--- src/rtl/change_dispenser_pkg.sv ---
// Shared definitions for the change dispenser: coin denominations, their
// one-hot bit positions, and the payout state encoding.
package change_dispenser_pkg;

  localparam int NUM_DENOM = 4;

  localparam int DENOM_20  = 20;
  localparam int DENOM_50  = 50;
  localparam int DENOM_100 = 100;
  localparam int DENOM_200 = 200;

  // Bit positions inside coin_sel, which is one-hot {200,100,50,20}
  localparam logic [1:0] COIN_IDX_20  = 2'd0;
  localparam logic [1:0] COIN_IDX_50  = 2'd1;
  localparam logic [1:0] COIN_IDX_100 = 2'd2;
  localparam logic [1:0] COIN_IDX_200 = 2'd3;

  typedef enum logic [2:0] {
    ST_IDLE,
    ST_SELECT,
    ST_DISPENSE,
    ST_DONE,
    ST_FAULT
  } disp_state_e;

  function automatic int unsigned denom_value(input logic [1:0] idx);
    case (idx)
      COIN_IDX_20:  return DENOM_20;
      COIN_IDX_50:  return DENOM_50;
      COIN_IDX_100: return DENOM_100;
      default:      return DENOM_200;
    endcase
  endfunction

endpackage

--- src/rtl/change_dispenser_if.sv ---
// Controller/hopper-facing bundle of the change dispenser. The dispenser is the
// slave; the vending controller plus coin hopper together act as master.
interface change_dispenser_if #(
  parameter int AMT_W = 11,
  parameter int INV_W = 8
);
  logic                 start;
  logic [AMT_W-1:0]     amount;
  logic                 refill;
  logic                 clear;
  logic                 coin_ack;
  logic                 coin_valid;
  logic [3:0]           coin_sel;
  logic                 busy;
  logic                 done;
  logic                 fault;
  logic [AMT_W-1:0]     residue;
  logic [7:0]           coins_out;
  logic [4*INV_W-1:0]   inv_level;   // per-denomination stock, 20-cent coins in the low byte

  modport master (
    output start, amount, refill, clear, coin_ack,
    input  coin_valid, coin_sel, busy, done, fault, residue, coins_out, inv_level
  );

  modport slave (
    input  start, amount, refill, clear, coin_ack,
    output coin_valid, coin_sel, busy, done, fault, residue, coins_out, inv_level
  );
endinterface

--- src/rtl/change_dispenser_ack_watchdog.sv ---
// Counts cycles spent waiting for a hopper acknowledge and flags expiry once
// TIMEOUT_CYC waiting cycles have elapsed.
module ack_watchdog #(
  parameter int TIMEOUT_CYC = 1000
) (
  input  logic clk,
  input  logic arst,
  input  logic clear_i,
  input  logic en_i,
  output logic expired_o
);
  localparam int CNT_W = $clog2(TIMEOUT_CYC + 1);

  logic [CNT_W-1:0] cnt_q, cnt_d;

  assign expired_o = en_i && (cnt_q == CNT_W'(TIMEOUT_CYC - 1));

  always_comb begin
    cnt_d = cnt_q;
    if (clear_i)              cnt_d = '0;
    else if (en_i && !expired_o) cnt_d = cnt_q + CNT_W'(1);
  end

  // NOTE: sequential state is updated only with non-blocking assignments so
  // every register samples its inputs from the same pre-edge values.
  always_ff @(posedge clk or posedge arst) begin
    if (arst) cnt_q <= '0;
    else      cnt_q <= cnt_d;
  end
endmodule

--- src/rtl/change_dispenser.sv ---
// Refund payout engine: greedy largest-first coin selection over a valid/ack
// hopper handshake, with per-denomination inventory and residue reporting.
module change_dispenser
  import change_dispenser_pkg::*;
#(
  parameter int TOTAL_AMOUNT = 800,
  parameter int INV_W        = 8,
  parameter int INV_INIT     = 20,
  parameter int TIMEOUT_CYC  = 1000
) (
  input  logic           clk,
  input  logic           arst,
  change_dispenser_if.slave bus
);
  localparam int AMT_W = $clog2(TOTAL_AMOUNT) + 1;

  disp_state_e       state_q, state_d;
  logic [AMT_W-1:0]  rem_q, rem_d;
  logic [AMT_W-1:0]  residue_q, residue_d;
  logic [7:0]        coins_q, coins_d;
  logic [1:0]        sel_q, sel_d;
  logic [INV_W-1:0]  inv_q [NUM_DENOM];
  logic [INV_W-1:0]  inv_d [NUM_DENOM];

  logic              pick_ok;
  logic [1:0]        pick_idx;
  logic              in_dispense;
  logic              wd_expired;

  assign in_dispense = (state_q == ST_DISPENSE);

  ack_watchdog #(.TIMEOUT_CYC(TIMEOUT_CYC)) u_ack_watchdog (
    .clk       (clk),
    .arst      (arst),
    .clear_i   (!in_dispense),
    .en_i      (in_dispense),
    .expired_o (wd_expired)
  );

  // Largest affordable denomination that still has stock; empty tubes are skipped.
  always_comb begin
    pick_ok  = 1'b0;
    pick_idx = COIN_IDX_20;
    for (int i = NUM_DENOM - 1; i >= 0; i--) begin
      if (!pick_ok && inv_q[i] != '0 && rem_q >= AMT_W'(denom_value(2'(i)))) begin
        pick_ok  = 1'b1;
        pick_idx = 2'(i);
      end
    end
  end

  // NOTE: every signal driven here gets a default first, so no path through
  // the case statement can leave one unassigned and infer a latch.
  always_comb begin
    state_d   = state_q;
    rem_d     = rem_q;
    residue_d = residue_q;
    coins_d   = coins_q;
    sel_d     = sel_q;
    inv_d     = inv_q;

    case (state_q)
      ST_IDLE: begin
        if (bus.start) begin
          rem_d     = bus.amount;
          coins_d   = '0;
          residue_d = '0;
          state_d   = ST_SELECT;
        end else if (bus.refill) begin
          for (int i = 0; i < NUM_DENOM; i++) inv_d[i] = INV_W'(INV_INIT);
        end
      end
      ST_SELECT: begin
        if (pick_ok) begin
          sel_d   = pick_idx;
          state_d = ST_DISPENSE;
        end else begin
          residue_d = rem_q;
          state_d   = ST_DONE;
        end
      end
      ST_DISPENSE: begin
        if (bus.coin_ack) begin
          rem_d        = rem_q - AMT_W'(denom_value(sel_q));
          inv_d[sel_q] = inv_q[sel_q] - INV_W'(1);
          if (coins_q != 8'hFF) coins_d = coins_q + 8'd1;
          state_d      = ST_SELECT;
        end else if (wd_expired) begin
          residue_d = rem_q;
          state_d   = ST_FAULT;
        end
      end
      ST_DONE:  state_d = ST_IDLE;
      ST_FAULT: if (bus.clear) state_d = ST_IDLE;
      default:  state_d = ST_IDLE;
    endcase
  end

  // NOTE: the inventory array is reset explicitly because reset must restore a
  // known stock; it is a handful of flops, not a RAM macro.
  always_ff @(posedge clk or posedge arst) begin
    if (arst) begin
      state_q   <= ST_IDLE;
      rem_q     <= '0;
      residue_q <= '0;
      coins_q   <= '0;
      sel_q     <= COIN_IDX_20;
      for (int i = 0; i < NUM_DENOM; i++) inv_q[i] <= INV_W'(INV_INIT);
    end else begin
      state_q   <= state_d;
      rem_q     <= rem_d;
      residue_q <= residue_d;
      coins_q   <= coins_d;
      sel_q     <= sel_d;
      inv_q     <= inv_d;
    end
  end

  assign bus.coin_valid = in_dispense;
  assign bus.coin_sel   = in_dispense ? (4'b0001 << sel_q) : 4'b0000;
  assign bus.busy       = (state_q != ST_IDLE);
  assign bus.done       = (state_q == ST_DONE);
  assign bus.fault      = (state_q == ST_FAULT);
  assign bus.residue    = residue_q;
  assign bus.coins_out  = coins_q;

  always_comb begin
    bus.inv_level = '0;
    for (int i = 0; i < NUM_DENOM; i++) bus.inv_level[i*INV_W +: INV_W] = inv_q[i];
  end
endmodule
--- src/flat_wrapper.sv ---
// flat-port wrapper written by rule: the top's interface ports become plain ports
module change_dispenser_flat import change_dispenser_pkg::*;
#(
  parameter int TOTAL_AMOUNT = 800,
  parameter int INV_W        = 8,
  parameter int INV_INIT     = 20,
  parameter int TIMEOUT_CYC  = 1000
)
  (clk, arst, bus_start, bus_amount, bus_refill, bus_clear, bus_coin_ack, bus_coin_valid, bus_coin_sel, bus_busy, bus_done, bus_fault, bus_residue, bus_coins_out, bus_inv_level);
  change_dispenser_if #(.INV_W(INV_W)) bus_i ();
  input  logic clk;
  input  logic arst;
  input wire logic [$bits(bus_i.start)-1:0] bus_start;
  input wire logic [$bits(bus_i.amount)-1:0] bus_amount;
  input wire logic [$bits(bus_i.refill)-1:0] bus_refill;
  input wire logic [$bits(bus_i.clear)-1:0] bus_clear;
  input wire logic [$bits(bus_i.coin_ack)-1:0] bus_coin_ack;
  output wire logic [$bits(bus_i.coin_valid)-1:0] bus_coin_valid;
  output wire logic [$bits(bus_i.coin_sel)-1:0] bus_coin_sel;
  output wire logic [$bits(bus_i.busy)-1:0] bus_busy;
  output wire logic [$bits(bus_i.done)-1:0] bus_done;
  output wire logic [$bits(bus_i.fault)-1:0] bus_fault;
  output wire logic [$bits(bus_i.residue)-1:0] bus_residue;
  output wire logic [$bits(bus_i.coins_out)-1:0] bus_coins_out;
  output wire logic [$bits(bus_i.inv_level)-1:0] bus_inv_level;
  assign bus_i.start = bus_start;
  assign bus_i.amount = bus_amount;
  assign bus_i.refill = bus_refill;
  assign bus_i.clear = bus_clear;
  assign bus_i.coin_ack = bus_coin_ack;
  assign bus_coin_valid = bus_i.coin_valid;
  assign bus_coin_sel = bus_i.coin_sel;
  assign bus_busy = bus_i.busy;
  assign bus_done = bus_i.done;
  assign bus_fault = bus_i.fault;
  assign bus_residue = bus_i.residue;
  assign bus_coins_out = bus_i.coins_out;
  assign bus_inv_level = bus_i.inv_level;
  change_dispenser #(.TOTAL_AMOUNT(TOTAL_AMOUNT), .INV_W(INV_W), .INV_INIT(INV_INIT), .TIMEOUT_CYC(TIMEOUT_CYC)) u_core (.clk(clk), .arst(arst), .bus(bus_i));
endmodule
--- config.mk ---
export PLATFORM = sky130hd
export DESIGN_NAME = change_dispenser_flat
export DESIGN_NICKNAME = d
export VERILOG_FILES = /design/src/rtl/change_dispenser_pkg.sv /design/src/rtl/change_dispenser_if.sv /design/src/rtl/change_dispenser_ack_watchdog.sv /design/src/rtl/change_dispenser.sv /design/src/flat_wrapper.sv
export SDC_FILE = /design/constraint.sdc
export NUM_CORES = 1
export LEC_CHECK = 0
export BUFFER_PORTS_ARGS = -buffer_cell sky130_fd_sc_hd__buf_2
export CAP_MARGIN = 20
export CORE_MARGIN = 2
export CORE_UTILIZATION = 40
export CTS_CLUSTER_SIZE = 20
export DETAILED_ROUTE_END_ITERATION = 6
export PLACE_DENSITY_LB_ADDON = 0.25
export SYNTH_ARGS = -nofsm -noshare
export SYNTH_HDL_FRONTEND = slang
export SYNTH_SLANG_ARGS = --single-unit
--- constraint.sdc ---
create_clock -name clk -period 5.3 [get_ports clk]
set_input_delay 1.06 -clock clk [delete_from_list [all_inputs] [get_ports clk]]
set_output_delay 1.06 -clock clk [all_outputs]
set_load 0.005 [all_outputs]
After elaboration in Yosys (flattened, before gate mapping)
Cells that the tools add are included.

storage, ports and cells
  flip-flop bits (word level) = 77
  output and inout bits = 59
  logic and storage cells = 112

operators by class
  add/subtract/negate cells = 4
  order comparisons = 6
  equality and inequality tests = 19
  shift operators = 1
  mux-type cells = 42
  bitwise operators = 1
  reduce and logical (&&, ||, !) cells = 29

operators by type and width
  operator                                              number
  2-to-1 mux 32 bit                                     3
  2-to-1 mux 11 bit                                     8
  case mux 32 bit (2 select lines)                      1
  2-to-1 mux 8 bit                                      6
  case mux 11 bit (3 select lines)                      1
  bitwise mux 32 bit                                    1
  nonzero test 8 bit                                    4
  case mux 8 bit (3 select lines)                       1
  case mux 11 bit (2 select lines)                      1
  2-to-1 mux 10 bit                                     2
  != test 2 bit, second input constant                  10
  binary-select mux 8 bit (select 2 bit)                1
  demux 8 bit (select 2 bit)                            1
  case mux 8 bit (2 select lines)                       1
  2-to-1 mux 3 bit                                      4
  case mux 3 bit (4 select lines)                       1
  >= comparator 11 x 5 -> 1 bit, second input constant  1
  >= comparator 11 x 6 -> 1 bit, second input constant  1
  >= comparator 11 x 7 -> 1 bit, second input constant  1
  >= comparator 11 x 8 -> 1 bit, second input constant  1
  subtractor 11 bit                                     1
  adder 10 x 1 -> 10 bit, second input constant         1
  == test 10 bit, second input constant                 1
  logical AND 1 bit                                     10
  other kinds (25)                                      39

Logic depth before layout (Yosys ltp)
  word-level depth = 17
  depth in mapped cells = 12
  depth with buffers taken out = 11

Modules after synthesis
A second synthesis with hierarchy kept.

second synthesis, totals
  cell total of the unflattened synthesis = 441
  area total of the unflattened synthesis = 4252.8 sq um

by module, submodules not included
  module            times used  cells an instance  area each (sq um)
  change_dispenser  1           377                3653.5
  ack_watchdog      1           64                 599.3

Worst setup path after synthesis
Ideal clock, no wire load.

  path type = register to output
  start point = register u_core.state_q[2]
  end point = output bus_coin_sel[0]
  data arrival time = 1522 ps
  data required time = 4240 ps
  setup slack = 2718 ps
  stages on the path, launching flop included = 6
  path buffers = 2
  cells stage by stage = dfrtp_1 or3b_2 clkbuf_1 inv_1 clkbuf_1 and2_1

between the ends
  word-level cells in the longest chain between the ends = 2

RTL lines
  element                   line                     text
  from (decl)               change_dispenser.sv:17   disp_state_e state_q, state_d;
  from (signal assigned)    change_dispenser.sv:110  state_q <= state_d;
  == test 3 x 2 -> 1 bit    change_dispenser.sv:30   assign in_dispense = (state_q == ST_DISPENSE);
  named net bus_coin_valid  flat_wrapper.sv:18       output wire logic [$bits(bus_i.coin_valid)-1:0] bus_coin_valid;
  2-to-1 mux 4 bit          change_dispenser.sv:120  assign bus.coin_sel = in_dispense ? (4'b0001 << sel_q) : 4'b0000;
  to (decl)                 flat_wrapper.sv:19       output wire logic [$bits(bus_i.coin_sel)-1:0] bus_coin_sel;

The timed path passes the listed nets, and every way through them passes these cells.

Final worst setup path
  start point = register u_core.state_q[1]
  end point = output bus_coin_sel[0]

between the ends
  word-level cells in the longest chain between the ends = 2

RTL lines
  element                 line
  == test 3 x 2 -> 1 bit  change_dispenser.sv:30
  2-to-1 mux 4 bit        change_dispenser.sv:120

No other way between the ends.

==> metrics.md <==
| Metric | Value |
|---|---|
| Number of setup violations in the final report | `0` |
| Headroom to the max-slew limit | `37.4%` |
| FFs w/ async S/R, synth | `100%` |
| Storage element area | `1940 um2` |
| DRC viols | `0` |
| Worst-path fanout max | `35` |
| Net Switching | `0.00125 W` |
| Power Internal | `0.00156 W` |
| Clock buffer depth | `2` |
| Synthesized area | `4160 um2` |
| Sequential share of the synthesized area | `46.6%` |
| Antenna violations before repair | `0` |
| Max-cap violations | `0` |
| Clock root buffer | `clkbuf_8` |
| DP HPWL | `7770 um` |
| Worst vdd ir | `210 uV` |
| Hold Buf Count CTS | `0` |
| Multi-input logic area | `2070 um2` |
| Cell count after synthesis | `437` |
| Clock power share | `14.6%` |
| Main synth FF type | `dfrtp_1` |
| Share of cells above drive strength 1 | `21.6%` |
| Final worst-path cycle share | `67.8%` |
| Mux share of post-synthesis cell area | `6.08%` |
| Ports | `76` |
| Launch point of the worst path | `u_core.state_q[1]` |
| Fraction of the mapped netlist area in simple logic gates | `19.1%` |
| CP Class | `flip-flop to primary output` |
| Largest family of logic cells by synthesized area | `simple AND/OR/NAND/NOR gates` |
| CORE AREA | `10200 um2` |
| Vias in the first global route | `3459` |
| Post-CTS sizing | `0` |
| Crit path DAT | `2.53 ns` |
| RR Startpoint | `u_core.sel_q[0]` |
| Clk_skew | `0.0103 ns` |
| Routability cong. | `0.846` |
| Switching Fraction | `44.5%` |
| # nets final | `542` |
| Reg2reg path depth | `9` |
| Die area | `11200 um2` |
| TritonCTS buffer count | `9` |
| Starting Density | `40.8%` |
| Worst-Skew Late Latency | `0.35 ns` |
| H-tree levels | `3` |
| Slew Viols, Final | `0` |
| CTS tree | `built` |
| Via/cell ratio | `5.46` |
| IO buf count | `75` |
| Setup repair bufs after CTS | `0` |
| Cell row count | `37` |
| Die W | `106 um` |
| Worst setup endpoint | `bus_coin_sel[0]` |
| P&R area growth vs syn | `16.1%` |
| EDFF count, synth | `0` |
| Final setup TNS | `0 ns` |
| P_leak | `2.29 nW` |
| GRT overflow | `0` |
| DRT Wirelength | `10900 um` |
| Die height | `106 um` |
| Min cycle time layout | `3.59 ns` |
| Combinational share of power | `48.6%` |
| Cell Pwr Density | `581 nW/um2` |
| Critical Path RT | `4.24 ns` |
| Yosys warns | `0` |
| GRT Total Usage | `20.1%` |
| Total clock sinks | `77` |
| CP endpoint kind | `primary output` |
| Mean routed wirelength per cell | `16.7 um` |
| Status | `complete, no violations` |
| Drt pass-1 iters | `6` |
| Xor and xnor area share after synthesis | `3.37%` |
| First-pass GRT wire length | `17700 um` |
| Netlist cell types | `51` |
| Mean Syn Cell Area | `9.51 um2` |
| Final hold slack | `0.490 ns` |
| Yosys reg bits | `77` |
| Worst Setup Start Kind | `flip-flop` |
| Max frequency | `278 MHz` |
| Diodes inserted | `0` |
| Worst Hold Class | `flip-flop to flip-flop` |
| Syn nets | `469` |
| Largest net degree at the start of global routing | `42` |
| Slew of the pin with the lowest slew margin | `0.932 ns` |
| Final Hold Vio Count | `0` |
| Adder-Cell Fraction of Synth Area | `4.70%` |
| FF-to-FF setup slack | `2.37 ns` |
| Detailed router's first-iteration violation count | `201` |
| FF-to-FF End | `u_core.rem_q[10]` |
| Antenna Nets Post-Route | `0` |
| Worst-path clk slew | `0.08 ns` |
| RSZ-0062 raised after global routing | `no` |
| Sequential share of power | `36.7%` |
| Post-synthesis compound-gate area fraction | `16.6%` |
| FILL cells | `1020` |
| DR vias | `3553` |
[registers in the layout, summed over array words and instances, names as in the netlist]
register,count
u_core.bus.inv_level,32
u_core.bus.residue,11
u_core.rem_q,11
u_core.u_ack_watchdog.cnt_q,10
u_core.bus.coins_out,8
u_core.state_q,3
u_core.sel_q,2
[final cells by class]
type                       count  share of cell area, %
tap                          136                   3.53
multi-input combinational    323                   42.9
inverter                      23                   1.79
sequential                    77                   40.1
timing repair buffer          76                   7.93
clock buffer                  11                   2.93
clock inverter                 5                  0.752
[worst min-delay path by stage]
stage                                   startpoint                        to  slack [ns]  cells after the start
after floorplan           u_core.bus.inv_level[12]  u_core.bus.inv_level[12]        0.46                      2
after global placement    u_core.bus.inv_level[28]  u_core.bus.inv_level[28]        0.48                      2
after detailed placement   u_core.bus.inv_level[4]   u_core.bus.inv_level[4]        0.48                      2
after CTS                 u_core.bus.inv_level[12]  u_core.bus.inv_level[12]        0.49                      2
after global routing       u_core.bus.inv_level[4]   u_core.bus.inv_level[4]        0.51                      2
final                     u_core.bus.inv_level[12]  u_core.bus.inv_level[12]        0.49                      2
[per-stage QoR]
step	cell area [um2]	power, W	worst slack, ns	instances	utilization [%]
after global routing	4830	0.00305	1.51	651	47.4
final	4830	0.00281	1.71	651	47.4
after detailed placement	4650	0.00239	2.10	635	45.6
after CTS	4830	0.00281	1.70	651	47.4
after floorplan	4160	0.00197	2.29	437	-
after global placement	4650	0.00235	2.17	635	45.6
[power by group through the flow]
stage	Clock [W]	Sequential, W	Combinational (W)
6_report	0.000410	0.00103	0.00137
5_1_grt	0.000443	0.00106	0.00155
4_1_cts	0.000415	0.00102	0.00137
3_5_place_dp	0	0.00103	0.00136
3_3_place_gp	0	0.00103	0.00133
2_1_floorplan	0	0.000940	0.00103
[synthesized netlist by cell type (6+ instances only)]
cell	instances	share of area [%]
xnor2_1	6	1.3
nor2_1	44	4.0
nor4_1	11	1.7
nand2b_1	6	0.90
nand3_1	16	1.9
inv_1	23	2.1
or3_1	8	1.2
xor2_1	10	2.1
a21oi_1	19	2.3
dfrtp_1	69	42
nor3_1	7	0.84
clkbuf_1	11	0.99
nand2_1	56	5.1
o21ai_0	36	4.3
dfstp_2	8	5.1
a22o_1	11	2.3
o21ai_1	16	1.9
ha_1	14	4.2
[layer usage]
| metal | vias up | GRT usage (%) | share of wire (%) |
|---|---|---|---|
| met2 | 89 | 31.8 | 48 |
| met4 | 0 | 6.39 | 1.1 |
| met5 | - | 0 | 0 |
| met1 | 1734 | 28.2 | 46 |
| met3 | 10 | 3.92 | 4.9 |
| li1 | 1720 | - | - |
[cells in the final DEF (no fill, tap or decap), types with 4 or more instances in the layout]
master	Yosys	layout
inv_1	23	22
a21oi_1	19	19
a32oi_1	5	5
o21ai_1	16	16
nand3_1	16	16
xnor2_1	6	6
mux4_1	5	5
dfrtp_1	69	69
o21ai_0	36	36
nor3_1	7	7
xor2_1	10	10
nor4_1	11	11
a22o_1	11	11
nor2_1	44	44
nand2b_1	6	6
or3_1	8	8
buf_2	1	75
dfstp_2	8	8
nand2_1	56	56
ha_1	14	14
nand4_1	4	4
clkbuf_8	0	10
[cell families (layout without fill, tap and decap cells)]
| logic type | after synthesis | count (layout) |
|---|---|---|
| DFF | 77 | 77 |
| buffers and inverters | 37 | 115 |
| xor gates and xnor gates | 16 | 16 |
| AOI/OAI and AO/OA | 111 | 111 |
| muxes | 13 | 13 |
| and+or+nand+nor | 168 | 168 |
| adders and majority gates | 15 | 15 |
[worst max-delay path, cell delays in order, from the launching register on]
cell and delay (ns):
dfrtp_1 0.54, or3b_2 0.81, inv_1 0.51, and2_1 0.21
buf_2 0.11
Power figures use the tool's default switching activity.
